### config.mk
export PLATFORM = sky130hd
export DESIGN_NAME = dmux_nway_buf_flat
export DESIGN_NICKNAME = d
export VERILOG_FILES = /design/src/rtl/dmux_pkg.sv /design/src/rtl/dmux_nway_buf_if.sv /design/src/rtl/dmux_slot.sv /design/src/rtl/dmux_nway_buf.sv /design/src/flat_wrapper.sv
export SDC_FILE = /design/constraint.sdc
export NUM_CORES = 1
export LEC_CHECK = 0
export CORE_MARGIN = 2
export CORE_UTILIZATION = 42
export DETAILED_ROUTE_END_ITERATION = 16
export GPL_ROUTABILITY_DRIVEN = 0
export PLACE_DENSITY = 0.89
export SYNTH_ARGS = -nofsm -noshare
export SYNTH_HDL_FRONTEND = slang
export SYNTH_SLANG_ARGS = --single-unit
export TNS_END_PERCENT = 30
### constraint.sdc
create_clock -name clk -period 1.65 [get_ports clk]
set_input_delay 0.2475 -clock clk [delete_from_list [all_inputs] [get_ports clk]]
set_output_delay 0.2475 -clock clk [all_outputs]
set_load 0.01 [all_outputs]
### src/rtl/dmux_pkg.sv
// Shared constants and helpers for the n-way demultiplexing buffer.
package dmux_pkg;

    localparam int ERR_CNT_W   = 8;
    localparam int ERR_CNT_MAX = (1 << ERR_CNT_W) - 1;

    // A single channel still needs a one-bit select so the port never collapses to zero width.
    function automatic int sel_width(input int n_ch);
        return (n_ch <= 1) ? 1 : $clog2(n_ch);
    endfunction

endpackage

### src/rtl/dmux_nway_buf_if.sv
// Upstream word port and per-channel downstream ports of the n-way demultiplexing buffer.
interface dmux_nway_buf_if
    import dmux_pkg::*;
#(
    parameter int N_CH = 4,
    parameter int DW   = 8
);
    localparam int SEL_W = sel_width(N_CH);

    logic [DW-1:0]             in_data;
    logic [SEL_W-1:0]          in_sel;
    logic                      in_bcast;
    logic                      in_valid;
    logic                      in_ready;
    logic [N_CH-1:0][DW-1:0]   out_data;
    logic [N_CH-1:0]           out_valid;
    logic [N_CH-1:0]           out_ready;
    logic                      err_sel;
    logic [ERR_CNT_W-1:0]      err_cnt;

    modport master (
        output in_data, in_sel, in_bcast, in_valid, out_ready,
        input  in_ready, out_data, out_valid, err_sel, err_cnt
    );

    modport slave (
        input  in_data, in_sel, in_bcast, in_valid, out_ready,
        output in_ready, out_data, out_valid, err_sel, err_cnt
    );

endinterface

### src/rtl/dmux_slot.sv
// One-entry holding slot for a single output channel; accepts a load in the same cycle it drains.
module dmux_slot #(
    parameter int DW = 8
) (
    input  logic          clk,
    input  logic          rst_n,
    input  logic          load,
    input  logic [DW-1:0] load_data,
    input  logic          drain,
    output logic          free,
    output logic          valid,
    output logic [DW-1:0] data
);

    logic          valid_q, valid_d;
    logic [DW-1:0] data_q, data_d;

    // Data is kept after draining so the idle value stays deterministic.
    always_comb begin
        valid_d = valid_q;
        data_d  = data_q;
        if (load) begin
            valid_d = 1'b1;
            data_d  = load_data;
        end else if (drain) begin
            valid_d = 1'b0;
        end
    end

    always_ff @(posedge clk) begin
        if (!rst_n) begin
            valid_q <= 1'b0;
            data_q  <= '0;
        end else begin
            valid_q <= valid_d;
            data_q  <= data_d;
        end
    end

    assign free  = !valid_q || drain;
    assign valid = valid_q;
    assign data  = data_q;

endmodule

### src/rtl/dmux_nway_buf.sv
// N-way demultiplexer with a one-word buffer per channel, all-or-nothing broadcast and drop counting.
module dmux_nway_buf
    import dmux_pkg::*;
#(
    parameter int N_CH = 4,
    parameter int DW   = 8
) (
    input  logic              clk,
    input  logic              rst_n,
    dmux_nway_buf_if.slave    bus
);

    localparam int               SEL_W    = sel_width(N_CH);
    localparam logic [SEL_W:0]   N_CH_EXT = (SEL_W + 1)'(N_CH);

    logic [N_CH-1:0]           slot_free;
    logic [N_CH-1:0]           slot_load;
    logic [N_CH-1:0]           slot_valid;
    logic [N_CH-1:0][DW-1:0]   slot_data;

    logic                      in_range;
    logic                      sel_free;
    logic                      in_ready;
    logic                      xfer;
    logic                      drop;

    logic                      err_sel_q, err_sel_d;
    logic [ERR_CNT_W-1:0]      err_cnt_q, err_cnt_d;

    // Out-of-range selects are always accepted and discarded so they never stall upstream.
    always_comb begin
        in_range  = {1'b0, bus.in_sel} < N_CH_EXT;
        sel_free  = 1'b0;
        slot_load = '0;
        for (int i = 0; i < N_CH; i++) begin
            if (bus.in_sel == SEL_W'(i)) begin
                sel_free = slot_free[i];
            end
        end
        if (!rst_n) begin
            in_ready = 1'b0;
        end else if (bus.in_bcast) begin
            in_ready = &slot_free;
        end else if (!in_range) begin
            in_ready = 1'b1;
        end else begin
            in_ready = sel_free;
        end
        xfer = bus.in_valid && in_ready;
        drop = xfer && !bus.in_bcast && !in_range;
        for (int i = 0; i < N_CH; i++) begin
            slot_load[i] = xfer && (bus.in_bcast || bus.in_sel == SEL_W'(i));
        end
    end

    always_comb begin
        err_sel_d = drop;
        err_cnt_d = err_cnt_q;
        if (drop && err_cnt_q != ERR_CNT_W'(ERR_CNT_MAX)) begin
            err_cnt_d = err_cnt_q + 1'b1;
        end
    end

    always_ff @(posedge clk) begin
        if (!rst_n) begin
            err_sel_q <= 1'b0;
            err_cnt_q <= '0;
        end else begin
            err_sel_q <= err_sel_d;
            err_cnt_q <= err_cnt_d;
        end
    end

    for (genvar g = 0; g < N_CH; g++) begin : g_slot
        dmux_slot #(
            .DW(DW)
        ) u_slot (
            .clk       (clk),
            .rst_n     (rst_n),
            .load      (slot_load[g]),
            .load_data (bus.in_data),
            .drain     (bus.out_ready[g]),
            .free      (slot_free[g]),
            .valid     (slot_valid[g]),
            .data      (slot_data[g])
        );
    end

    assign bus.in_ready  = in_ready;
    assign bus.out_valid = slot_valid;
    assign bus.out_data  = slot_data;
    assign bus.err_sel   = err_sel_q;
    assign bus.err_cnt   = err_cnt_q;

endmodule

### src/flat_wrapper.sv
// flat-port wrapper written by rule: the top's interface ports become plain ports
module dmux_nway_buf_flat import dmux_pkg::*;
#(
    parameter int N_CH = 4,
    parameter int DW   = 8
)
  (clk, rst_n, bus_in_data, bus_in_sel, bus_in_bcast, bus_in_valid, bus_out_ready, bus_in_ready, bus_out_data, bus_out_valid, bus_err_sel, bus_err_cnt);
  dmux_nway_buf_if #(.N_CH(N_CH), .DW(DW)) bus_i ();
  input  logic clk;
  input  logic rst_n;
  input wire logic [$bits(bus_i.in_data)-1:0] bus_in_data;
  input wire logic [$bits(bus_i.in_sel)-1:0] bus_in_sel;
  input wire logic [$bits(bus_i.in_bcast)-1:0] bus_in_bcast;
  input wire logic [$bits(bus_i.in_valid)-1:0] bus_in_valid;
  input wire logic [$bits(bus_i.out_ready)-1:0] bus_out_ready;
  output wire logic [$bits(bus_i.in_ready)-1:0] bus_in_ready;
  output wire logic [$bits(bus_i.out_data)-1:0] bus_out_data;
  output wire logic [$bits(bus_i.out_valid)-1:0] bus_out_valid;
  output wire logic [$bits(bus_i.err_sel)-1:0] bus_err_sel;
  output wire logic [$bits(bus_i.err_cnt)-1:0] bus_err_cnt;
  assign bus_i.in_data = bus_in_data;
  assign bus_i.in_sel = bus_in_sel;
  assign bus_i.in_bcast = bus_in_bcast;
  assign bus_i.in_valid = bus_in_valid;
  assign bus_i.out_ready = bus_out_ready;
  assign bus_in_ready = bus_i.in_ready;
  assign bus_out_data = bus_i.out_data;
  assign bus_out_valid = bus_i.out_valid;
  assign bus_err_sel = bus_i.err_sel;
  assign bus_err_cnt = bus_i.err_cnt;
  dmux_nway_buf #(.N_CH(N_CH), .DW(DW)) u_core (.clk(clk), .rst_n(rst_n), .bus(bus_i));
endmodule
# After elaboration in Yosys (flattened, before gate mapping)
# Index checks and enable logic that the tools add are counted.
[word_totals]
wordCells = 48
regBits = 36
out_inout_bits = 46
inputBits = 18
[classes]
n_mux = 14
eq_ne = 3
n_reduce_logical = 23
[op_table]
columns = ["op", "n"]
rows = [
  ["1-bit 2-to-1 mux", 14],
  ["1-bit logical OR", 8],
  ["2-bit nonzero test", 4],
  ["1-bit logical AND", 5],
  ["2-bit == test, second input constant", 2],
  ["1-bit zero test", 4],
  ["4-bit AND reduction", 1],
  ["2-bit by 1-bit == test with 1-bit output, second input constant", 1],
  ["2-bit zero test", 1],
]

# Depth between registers and ports, before layout
# Gate-level depths: netlist of the first run.
[logic_depth]
word_depth = 11
ltp_mapped = 6

# Hierarchy
# A second synthesis of the first run with hierarchy kept.
[hier_totals]
hier_cells = 143
hier_area_um2 = 1581.5
[by_module_without_submodules]
columns = ["mod", "cells_per_inst", "n_inst", "seq_area_each_um2", "area_per_inst_um2"]
rows = [
  ["dmux_slot", 29, 4, 180.2, 339.1],
  ["dmux_nway_buf", 27, 1, 0.0, 225.2],
]

# Least setup slack after synthesis of the first run
# Ideal clock, no wire load.
[synth_path]
path_kind = "input to register"
from = "input port bus_out_ready[0]"
to = "register u_core.g_slot[1].u_slot.valid_q"
cell_stages = 6
path_slack_ps = 372
setup_ps = 115
t_required_ps = 1535
t_arrival_ps = 1164
path_cell_list = "nand2b_1 -> a21oi_1 -> nor2_4 -> and4_4 -> buf_12 -> o21a_1"
[synth_between]
elab_chain_len = 10
elab_cells_between_ends = 12
[synth_lines]
columns = ["item", "line_no", "source"]
rows = [
  ["from (decl)", "flat_wrapper.sv:15", "input wire logic [$bits(bus_i.out_ready)-1:0] bus_out_ready;"],
  ["1-bit logical OR (*)", "dmux_slot.sv:40", "assign free = !valid_q || drain;"],
  ["1-bit 2-to-1 mux (4 in a row)", "dmux_nway_buf.sv:36", "if (bus.in_sel == SEL_W'(i)) begin"],
  ["1-bit 2-to-1 mux (*)", "dmux_nway_buf.sv:42", "end else if (bus.in_bcast) begin"],
  ["1-bit 2-to-1 mux (*)", "dmux_nway_buf.sv:40", "if (!rst_n) begin"],
  ["1-bit logical AND (*)", "dmux_nway_buf.sv:49", "xfer = bus.in_valid && in_ready;"],
  ["1-bit logical AND (*)", "dmux_nway_buf.sv:52", "slot_load[i] = xfer && (bus.in_bcast || bus.in_sel == SEL_W'(i));"],
  ["1-bit 2-to-1 mux or 2-bit nonzero test (tied branches)", "n/a", ""],
  ["to (signal assigned)", "dmux_slot.sv:35", "valid_q <= valid_d;"],
  ["to (decl)", "dmux_slot.sv:15", "logic valid_q, valid_d;"],
]
# Mark *: on every way between the ends. The rest lies on a longest branch, timed or not.
# A chain may end at the register's enable or synchronous reset.

# Worst setup path in the final report of the first run
[layout_path]
from = "input port bus_out_ready[3]"
to = "output port bus_in_ready"
[layout_between]
elab_chain_len = 4
elab_cells_between_ends = 5
[layout_lines]
columns = ["item", "line_no", "source"]
rows = [
  ["1-bit logical OR (*)", "dmux_slot.sv:40", ""],
  ["4-bit AND reduction or 1-bit 2-to-1 mux (tied branches)", "dmux_nway_buf.sv:43, dmux_nway_buf.sv:36", ""],
  ["1-bit 2-to-1 mux (*)", "dmux_nway_buf.sv:42", ""],
  ["1-bit 2-to-1 mux (*)", "dmux_nway_buf.sv:40", ""],
  ["to (decl)", "flat_wrapper.sv:16", "output wire logic [$bits(bus_i.in_ready)-1:0] bus_in_ready;"],
]
# Marks and branches as above.

==> results of run 1 <==
[cells in the mapped netlist, drive strengths merged]
cell,count,area (um^2)
nand2,41,153.9
dfxtp,36,720.7
mux2i,32,320.3
buf,18,158.9
clkbuf,4,15.01
nand2b,4,25.02
a21boi,3,22.52
a21oi,3,22.52
inv,2,7.510
nor2,2,15.01
and2,1,7.510
and4,1,11.26
conb,1,3.750
nand4,1,6.260
nand4b,1,8.760
nor2b,1,6.260
nor3,1,5.000
o2111ai,1,15.01
o21a,1,7.510
o21ai,1,5.000
o221ai,1,15.01
[timing repair]
action / 4_1_cts / 5_1_grt
setup buffers: 1 / 1
gates resized for setup: 17 / 1
setup endpoints to repair: 1 / 1
pin swaps: 3 / 1
[area by class of cell]
class	count	area, um^2
fillers	309	1276
multi-input cells	104	748.2
flip-flops and latches	36	720.7
repair buffers	69	681.9
clock buffers	5	68.82
well taps	48	60.06
clock inverters	3	42.54
inverters	2	7.507
[kinds of logic after synthesis]
group                  Yosys count  synth area share, %
other                            1               0.2415
multiplexers                    32                20.63
buffers and inverters           24                11.68
AND/OR/NAND/NOR                 53                15.39
AO/OA/AOI/OAI                   10                5.640
flip-flops                      36                46.41
[per-stage QoR]
stage,hold slack (ns),setup TNS [ns],cells
floorplan,0.4510,0,164
global placement,0.4433,-7.701,257
detailed placement,0.4514,-9.457,257
CTS,0.4633,0,266
global route,0.4802,0,267
finish,0.4573,0,267
[path summary, 6_finish.rpt]
check	to	start	slack (ns)
worst max register to register	u_core.g_slot[2].u_slot.data[0]	u_core.g_slot[3].u_slot.valid	0.21
worst min register to register	u_core.g_slot[3].u_slot.data[4]	u_core.g_slot[3].u_slot.data[4]	0.46
worst max-delay path	bus_in_ready	bus_out_ready[3]	0.04
worst min-delay path	u_core.g_slot[3].u_slot.data[4]	u_core.g_slot[3].u_slot.data[4]	0.46
[flip-flops by register name, indices dropped and copies added, names as in the netlist]
signal                      flops
u_core.g_slot.u_slot.valid      4
u_core.g_slot.u_slot.data      32
[worst max-delay path: stages]
cell and delay [ns]:
clkdlybuf4s50_1 0.41, nand2b_4 0.17, o221ai_4 0.20, nor2_4 0.04, and2_2 0.16, buf_2 0.13
[power breakdown]
group / total (uW) / internal [uW] / leakage [uW] / switching [uW]
Combinational: 333 / 183 / 0.000681 / 150
Sequential: 930 / 908 / 0.000293 / 21.7
Clock: 762 / 447 / 0.0000541 / 315
[layer usage]
| metal | vias to the layer above | track usage (%) |
|---|---|---|
| li1 | 618 | - |
| met5 | - | 0 |
| met1 | 571 | 19.19 |
| met4 | 0 | 6.383 |
| met3 | 6 | 6.424 |
| met2 | 46 | 33.38 |
==> flow_summary_export.csv, run 1 <==
group,metric,value,unit
routing,top_layer,"met4",
grt,grt_pass1_wl,5.754,mm
place,place_area,2145,um^2
clock_network,clk_pin_slew,0.07,ns
grt,grt_max_degree,45,
routing,wl_per_cell,13.48,um
routing,first_pass_iters,4,
layout,final_common_cell,"clkdlybuf4s50_1",
pwr,power.total,2025,uW
sta,fin_skew,0.003511,ns
layout,final_area,2330,um^2
pwr,p_leak,0.001028,uW
routing,dr.first_iter.drc_count,20,
synthesis,seq_area_frac_synth,46.41,%
worst_setup_path,critPathMaxFanout,2,
clock_network,htreeDepth,2,
pwr,vdd_drop_max,694.8,uV
routing,drc,0,
worst_setup_path,cp.arrival,1.36,ns
outcome,status,"finished, final reports clean",
grt,gr-usage-all-layers,18.26,%
layout,syn_to_final_growth,50.04,%
die,chipHeight,64.80,um
sta,period_minus_slack,1.610,ns
worst_setup_path,cp_data_required_time,1.40,ns
die,pin_count,64,
clock_network,cts_tree,"yes",
layout,final_cell_mix,"clkdlybuf4s50_1 (50), nand2_1 (41), dfxtp_1 (36)",
routing,vias_per_cell,4.648,
grt,grt_pass1_vias,1227,
die,start_util,43.06,%
layout,utilization,64.61,%
worst_setup_path,start_kind,"primary input",
routing,wl_met1,1.377,mm
routing,wl_met2,1.874,mm
synthesis,yosysWarnings,0,
clock_network,ctsHoldBuffers,0,
routing,totalWireLength,3.598,mm
worst_setup_path,path_class,"in -> out",
grt,antenna_found_initial,0,
synthesis,avgSynthCellArea,9.953,um^2
place,portBuffers,54,
clock_network,cts.path.max_buffers,2,
die,die_area,4199,um^2
worst_setup_path,reg2regPathDepth,7,
clock_network,clock-sinks,36,
clock_network,clk_latency,0.29,ns
flow_run,max_cap_violations,0,
sta,period_share,97.55,%
layout,diodes,0,
sta,setup_violations,0,
clock_network,numCtsBuffers,5,
sta,maxSlewViolCount,0,
worst_setup_path,worst_setup_path_end_kind,"output pin",
layout,fin_nets,236,
pwr,p_per_area,869.0,nW/um^2
synthesis,syn_area,1553,um^2
synthesis,synth_cell_type_count,25,
sta,hold_viol_final,0,
worst_hold_path,min_path_cells,2,
routing,via_count,1241,
die,rows,22,
place,dp_hpwl,2.531,mm
place,dp_slack,-0.4476,ns
synthesis,ys_ff_latch,36,
die,chipWidth,64.80,um
die,coreArea,3606,um^2
layout,layout-drive-gt1-share,17.35,%
sta,clock.fmax,621.3,MHz
synthesis,netlist_instances,156,
sta,rsz0062_at_grt,"no",
worst_hold_path,hold_path.class,"reg -> reg",
sta,setup_ws,0.04041,ns
routing,ant_nets,0,
clock_network,root_buffer,"clkbuf_8",
grt,grt_overflow,0,
routing,met3_length,298,um
Power figures use the tool's default switching activity.
==> inputs of run 2 (changes only) <==
GPL_TIMING_DRIVEN = 0   (was not set)
==> flow_summary_export.csv, run 2 (synthesis gave the netlist of run 1 again) <==
group,metric,value,unit
worst_setup_path,reg2regPathDepth,7,
worst_setup_path,reg2reg_from,"u_core.g_slot[2].u_slot.valid",
die,chipHeight,64.80,um
sta,maxSlewViolCount,0,
routing,dr.first_iter.drc_count,40,
pwr,power.share.clock,39.9,%
grt,grt_pass1_vias,1203,
die,pin_count,64,
clock_network,clk_latency,0.29,ns
layout,fin_nets,244,
worst_setup_path,start_kind,"primary input",
pwr,p_per_area,896.8,nW/um^2
routing,first_pass_iters,4,
clock_network,numCtsBuffers,5,
worst_hold_path,min_path_cells,3,
place,dp_hpwl,2.581,mm
sta,tns,0,ns
layout,largest_reg_flops,32,
sta,setup_ws,0.04062,ns
grt,grt_max_degree,12,
worst_hold_path,hold_path.class,"in -> reg",
routing,ant_nets,0,
grt,grt_overflow,0,
worst_hold_path,holdPathEnd,"u_core.g_slot[2].u_slot.data[4]",
place,place_inst,265,
worst_setup_path,crit_path_cell_trace,"clkdlybuf4s50_1 > nand2b_4 > o221ai_4 > nor2_4 > and2_2 > buf_2",
routing,drc,0,
sta,fin_skew,0.003569,ns
pwr,pwr-share-seq,44.2,%
clock_network,htreeDepth,2,
routing,totalWireLength,3.591,mm
worst_setup_path,cp_data_required_time,1.40,ns
routing,wl_per_cell,13.06,um
worst_setup_path,critPathBufInv,2,
place,portBuffers,53,
grt,antenna_found_initial,0,
die,die_area,4199,um^2
worst_hold_path,holdCritStartpoint,"rst_n",
layout,syn_to_final_growth,51.25,%
sta,hold_viol_final,0,
worst_setup_path,slowest_delay,0.41,ns
sta,setup_violations,0,
die,rows,22,
layout,final_common_cell,"clkdlybuf4s50_1",
sta,rsz0062_at_grt,"no",
layout,diodes,0,
clock_network,cts_tree,"yes",
pwr,p_comb_share,15.9,%
worst_setup_path,critical-path-top-delay-family,"buffers and inverters",
sta,period_minus_slack,1.609,ns
outcome,status,"finished, final reports clean",
worst_setup_path,worst_setup_path_end_kind,"output pin",
grt,grt_pass1_wl,5.582,mm
routing,vias_per_cell,4.615,
sta,clock.fmax,621.4,MHz
place,dp_slack,-0.5290,ns
pwr,p_leak,0.001055,uW
clock_network,clock-sinks,36,
worst_setup_path,critPathMaxFanout,2,
layout,final_cells,275,
layout,layout-drive-gt1-share,18.06,%
worst_setup_path,path_class,"in -> out",
sta,period_share,97.54,%
routing,via_count,1269,
pwr,vdd_drop_max,572.3,uV
worst_setup_path,cp.arrival,1.36,ns
clock_network,root_buffer,"clkbuf_8",
worst_setup_path,crit_slowest_cell,"clkdlybuf4s50_1",
die,chipWidth,64.80,um
worst_setup_path,reg2reg_slack,0.21,ns
layout,final_cell_mix,"clkdlybuf4s50_1 (49), nand2_1 (41), dfxtp_1 (36)",
pwr,internal-power,1629,uW
pwr,p_sw,477.4,uW
worst_setup_path,reg2reg_to,"u_core.g_slot[1].u_slot.data[0]",
grt,gr-usage-all-layers,17.64,%
clock_network,cts.path.max_buffers,2,
sta,worst_hold_slack,0.3800,ns
flow_run,max_cap_violations,0,
die,coreArea,3606,um^2
pwr,switching_share,22.67,%
clock_network,clk_pin_slew,0.07,ns
die,start_util,43.06,%
[run 2: cell count changes in the layout (fill, tap and decap cells not counted), sizes merged]
cell           previous run  this run
clkinv                    1         0
buf                      16        21
clkbuf                    5        11
clkinvlp                  1         0
clkdlybuf4s50            50        49
[run 2: worst max path at each step]
stage,start,to,slack (ns),cells after the start
after floorplan,bus_out_ready[0],u_core.g_slot[1].u_slot.valid,0.37,6
after global placement,bus_in_sel[0],bus_in_ready,-0.51,6
after detailed placement,bus_in_sel[0],bus_in_ready,-0.53,6
after CTS,bus_out_ready[3],bus_in_ready,0.04,6
after global routing,bus_in_sel[0],bus_in_ready,0.001,6
final,bus_out_ready[3],bus_in_ready,0.04,6
[run 2: tightest hold or removal path, stage by stage]
cell and delay (ns):
buf_4 0.15, nand2_1 0.14, mux2i_1 0.08
[run 2: repair_timing]
action                     4_1_cts  5_1_grt
gates resized for setup         14        0
pin swaps                        4        1
setup buffers                    2        0
setup endpoints to repair        1        1
hold buffers                     0        0
[run 2: metrics by stage]
stage | power, uW | area, um^2 | util [%]
after floorplan | 1122 | 1583 | -
after global placement | 1269 | 2173 | 60.27
after detailed placement | 1275 | 2173 | 60.27
after CTS | 2121 | 2349 | 65.13
after global routing | 2185 | 2349 | 65.13
final | 2106 | 2349 | 65.13
[run 2: power by group through the flow]
stage	combinational (uW)	sequential [uW]	clock [uW]
after CTS	336	931	855
final	335	931	840
after global placement	322	947	0
after global routing	359	934	892
after floorplan	159	963	0
after detailed placement	327	948	0
[run 2: area by class of cell]
cell class	instances	area, um^2
fillers	313	1257
multi-input cells	104	723.2
flip-flops and latches	36	720.7
repair buffers	55	536.8
plain buffers	22	173.9
clock buffers	7	96.34
well taps	48	60.06
clock inverters	1	30.03
inverters	2	7.507
[run 2: layer usage]
metal / up-vias / global-route usage (%) / part of all wire [%]
li1: 630 / - / -
met1: 592 / 19.22 / 40
met2: 44 / 31.31 / 50
met3: 3 / 6.771 / 8.3
met4: 0 / 5.585 / 0.97
met5: - / 0 / 0
